### src/rtl/regfile_param.sv
// regfile_param: parametrised register file, 2 async read ports, 1 sync write port.
// A hardware sequencer zeroes every entry after reset before ready is raised.
module regfile_param #(
   parameter int XLEN     = 32,
   parameter int NREGS    = 32,
   parameter int ZERO_REG = 1,
   parameter int BYPASS   = 1,
   localparam int AW      = $clog2(NREGS)
) (
   input  logic            clk,
   input  logic            rst,
   input  logic            RegWrite,
   input  logic [AW-1:0]   rd_addr,
   input  logic [XLEN-1:0] write_data,
   input  logic [AW-1:0]   rs1_addr,
   input  logic [AW-1:0]   rs2_addr,
   output logic [XLEN-1:0] rs1_data,
   output logic [XLEN-1:0] rs2_data,
   output logic            ready,
   output logic            clr_busy
);
   localparam logic [AW:0]   N    = (AW+1)'(NREGS);
   localparam logic [AW-1:0] LAST = AW'(NREGS-1);

   typedef enum logic {CLEAR, READY} state_t;

   state_t            state;
   logic [AW-1:0]     clr_idx;
   logic [XLEN-1:0]   mem [NREGS];
   logic              wr_ok;

   function automatic logic legal(input logic [AW-1:0] a);
      return ({1'b0, a} < N) && !(ZERO_REG != 0 && a == '0);
   endfunction

   function automatic logic [XLEN-1:0] rd_mux(input logic [AW-1:0] a, input logic rdy, input logic wok,
                                              input logic [AW-1:0] wa, input logic [XLEN-1:0] wd,
                                              input logic [XLEN-1:0] stored);
      return (!rdy || !legal(a)) ? '0 : (BYPASS != 0 && wok && wa == a) ? wd : stored;
   endfunction

   assign wr_ok    = ready && RegWrite && legal(rd_addr);
   assign clr_busy = ~ready;

   always_comb begin
      rs1_data = rd_mux(rs1_addr, ready, wr_ok, rd_addr, write_data, mem[rs1_addr]);
      rs2_data = rd_mux(rs2_addr, ready, wr_ok, rd_addr, write_data, mem[rs2_addr]);
   end

   // Memory is never reset directly; only the CLEAR walk defines its contents.
   always_ff @(posedge clk) begin
      if (rst) begin
         state   <= CLEAR;
         clr_idx <= '0;
         ready   <= 1'b0;
      end else if (state == CLEAR) begin
         mem[clr_idx] <= '0;
         clr_idx      <= clr_idx + AW'(1);
         if (clr_idx == LAST) begin
            state <= READY;
            ready <= 1'b1;
         end
      end else if (wr_ok) begin
         mem[rd_addr] <= write_data;
      end
   end
endmodule
### config.mk
export PLATFORM = sky130hd
export DESIGN_NAME = regfile_param
export DESIGN_NICKNAME = d
export VERILOG_FILES = /design/src/rtl/regfile_param.sv
export SDC_FILE = /design/constraint.sdc
export NUM_CORES = 1
export LEC_CHECK = 0
export ABC_CLOCK_PERIOD_IN_PS = 4200
export BUFFER_PORTS_ARGS = -buffer_cell sky130_fd_sc_hd__clkbuf_2
export CORE_UTILIZATION = 25
export DETAILED_ROUTE_END_ITERATION = 10
export MAX_ROUTING_LAYER = met4
export PLACE_DENSITY = 0.46
export SYNTH_ARGS = -nofsm -noshare
export SYNTH_HDL_FRONTEND = slang
export SYNTH_SLANG_ARGS = --single-unit
### constraint.sdc
create_clock -name clk -period 4.2 [get_ports clk]
set_input_delay 0.21 -clock clk [delete_from_list [all_inputs] [get_ports clk]]
set_output_delay 0.21 -clock clk [all_outputs]
set_load 0.005 [all_outputs]
==> run summary <==
Most frequent cells in the layout - edfxtp_1, mux2i_1, mux4_2
CTS HTree Levels - 3
Synth unique cells - 48
Unrepaired setup endpoints after global routing - no
Hold depth - 3
FF+latch count, synth - 1031
YS warnings - 0
Hold worst-path end - mem[16][4]$_DFFE_PP_
Leakage power figure - 0.0202 µW
Setup TNS Final - 0 ps
Port buffer count - 115
GRT Util Overall - 17.9%
Chip height - 444 µm
ANT nets after route - 0
Final Hold Fails - 0
Pwr/cell area - 394 nW/µm²
DR WL/cell - 31.0 µm
Syn Inst Count - 2840
Final worst-path cycle share - 86.2%
Worst R2R Start - state$_SDFF_PP0_
Clk_lat worst skew - 740 ps
Worst slack, placed - 766 ps
Nets - 3066
Worst reg2reg path depth - 6
Clk slew on worst S/H paths - 70 ps
Syn nets - 2892
Post-synthesis async set-or-reset flop share - 0%
Clk Tree Root Cell - clkbuf_16
Post-synth EDFFs - 1024
Initial antenna violation count - 4
Leading cell type in the layout, fill and taps excluded - edfxtp_1
Row cnt - 161
Mean number of vias per cell - 5.29
Dominant register cell in the synthesized netlist - edfxtp_1
Final setup vio count - 0
GP Congestion - 0.825
Syn Area/Cell - 17.2 µm²
Die area - 197000 µm²
Mapped Area - 48700 µm²
Routed via count - 29800
Drt total wl - 174000 µm
Area grow syn2layout - 17.2%
I/O pin cnt - 116
Pre-antenna DRT Iters - 7
Final setup skew - 17.9 ps
Setup slack after layout - 581 ps
Vias in the first global route - 30300
FILL cells - 18800
Beginning of the worst hold path - write_data[4]
Reg-to-reg endpoint - mem[7][5]$_DFFE_PP_
Critical Path Start Type - flip-flop
Pin count of the biggest net entering global routing - 70
Hold buffers post-CTS - 2
1st-iter DRT viols - 2757
Worst Tran Pin Value - 1200 ps
Min Tclk post-route - 3620 ps
Max Freq - 0.276 GHz
Worst Path Arrival - 3410 ps
Share of cells above drive strength 1 - 26.2%
Core area - 193000 µm²
Slew Viols, Final - 0
Slew HR - 20.0%
Num CTS Buffers - 106
Max cap viols - 0
Max clock buf depth - 3
Reg2reg setup slack - 840 ps
Crit Path Category - flip-flop to output pin
Maximum VDD drop - 344 µV
GR Overflow Total - 0
Crit-path max FO - 32
Initial core utilization - 25.2%
Register area share after synthesis - 63.4%
Crit path capture type - output pin
Post-CTS sizing - 0
CTS tree - built
Die W - 444 µm
DRC violations left - 0
Tightest Hold Check Type - input pin to flip-flop
First-pass GRT wire length - 243000 µm
Post-DP HPWL - 107000 µm
Sink Count - 1031
Worst Path Required - 3990 ps
Status - finished, final reports clean
Post-CTS Setup Inserts - 0
Overall power - 22500 µW
[stage by stage]
stage                     util (%)  cell area (µm²)  cells  hold slack, ps
final                         29.6            57100   5631             147
after global routing          29.6            57100   5631             137
after CTS                     29.6            57100   5628             111
after detailed placement      27.7            53600   5430             510
after global placement        27.7            53600   5430             497
after floorplan                  -            48700   2840             471
[Yosys cell counts (2+ instances only)]
cell	n	share of area [%]
clkbuf_1	140	1.1
or2_2	2	0.026
nand2b_1	6	0.077
mux2i_1	453	9.3
buf_2	63	0.65
nand4_1	2	0.026
ha_1	2	0.051
and2_1	32	0.41
nand2_1	13	0.10
a211oi_1	96	1.5
a221oi_1	192	3.4
nor2_1	46	0.35
inv_1	5	0.039
o21ai_0	96	0.99
nor3b_1	2	0.031
xor2_1	2	0.036
nor3_1	36	0.37
a21oi_1	68	0.70
nor2b_1	5	0.064
xnor2_1	10	0.18
buf_1	10	0.077
o31ai_1	2	0.031
buf_6	2	0.046
a211o_1	64	1.1
o22ai_1	32	0.41
dfxtp_1	7	0.29
buf_4	24	0.37
a31oi_1	2	0.026
mux4_2	288	13
edfxtp_1	1024	63
nand3_1	2	0.021
a22oi_1	96	1.5
[layer usage]
layer  vias up  routed length (µm)  GRT usage, %
li1      12500                   -             -
met1     16100               70900          21.9
met2       946               89600          30.5
met3       229                7620          1.72
met4         0                6170          6.76
met5         -                   0             -
[worst max-delay path by stage]
stage | to | slack [ps] | from
after global placement | mem[24][12]$_DFFE_PP_ | 750 | rd_addr[4]
after CTS | rs2_data[29] | 620 | ready$_SDFFE_PP0P_
final | rs2_data[22] | 580 | ready$_SDFFE_PP0P_
after detailed placement | mem[24][12]$_DFFE_PP_ | 770 | rd_addr[4]
after floorplan | mem[7][0]$_DFFE_PP_ | 730 | rd_addr[2]
after global routing | rs2_data[22] | 500 | ready$_SDFFE_PP0P_
[worst max-delay path: stages (launching register included)]
cell	delay, ps
dfxtp_1	600
inv_1	200
nor3_1	350
o31ai_4	140
buf_12	200
nor3_1	700
a211o_1	260
clkbuf_2	160
[state kept, by name (all words and copies together), names as in the netlist]
signal   cells
ready        1
clr_idx      5
mem       1024
state        1
[logic make-up (layout without fill, tap and decap cells)]
logic type	count (synthesis)	count (layout)	synth area share, %
buf+inv	246	508	2.27
other cells	0	3	0
fa+ha+maj	2	2	0.0513
flops	1031	1031	63.4
xor+xnor	12	12	0.216
simple gates	151	151	1.56
mux	742	742	22.6
compound gates	656	656	9.90
[report_power, final]
part | internal [µW] | switching, µW | leakage [µW]
sequential | 11200 | 27.4 | 0.0108
combinational | 555 | 948 | 0.00766
clock | 5560 | 4180 | 0.00173
[cell type report]
cell class	instances	area (µm²)	share of cell area, %
Tap cell	2526	3160	5.53
Clock buffer	123	2760	4.83
Clock inverter	73	751	1.31
Inverter	7	28.8	0.0504
Multi-Input combinational cell	1563	17100	30.0
Timing Repair Buffer	305	2410	4.22
Sequential cell	1031	30900	54.1
Antenna cell	3	7.51	0.0131
No activity file was read; power rests on OpenSTA's default activity.
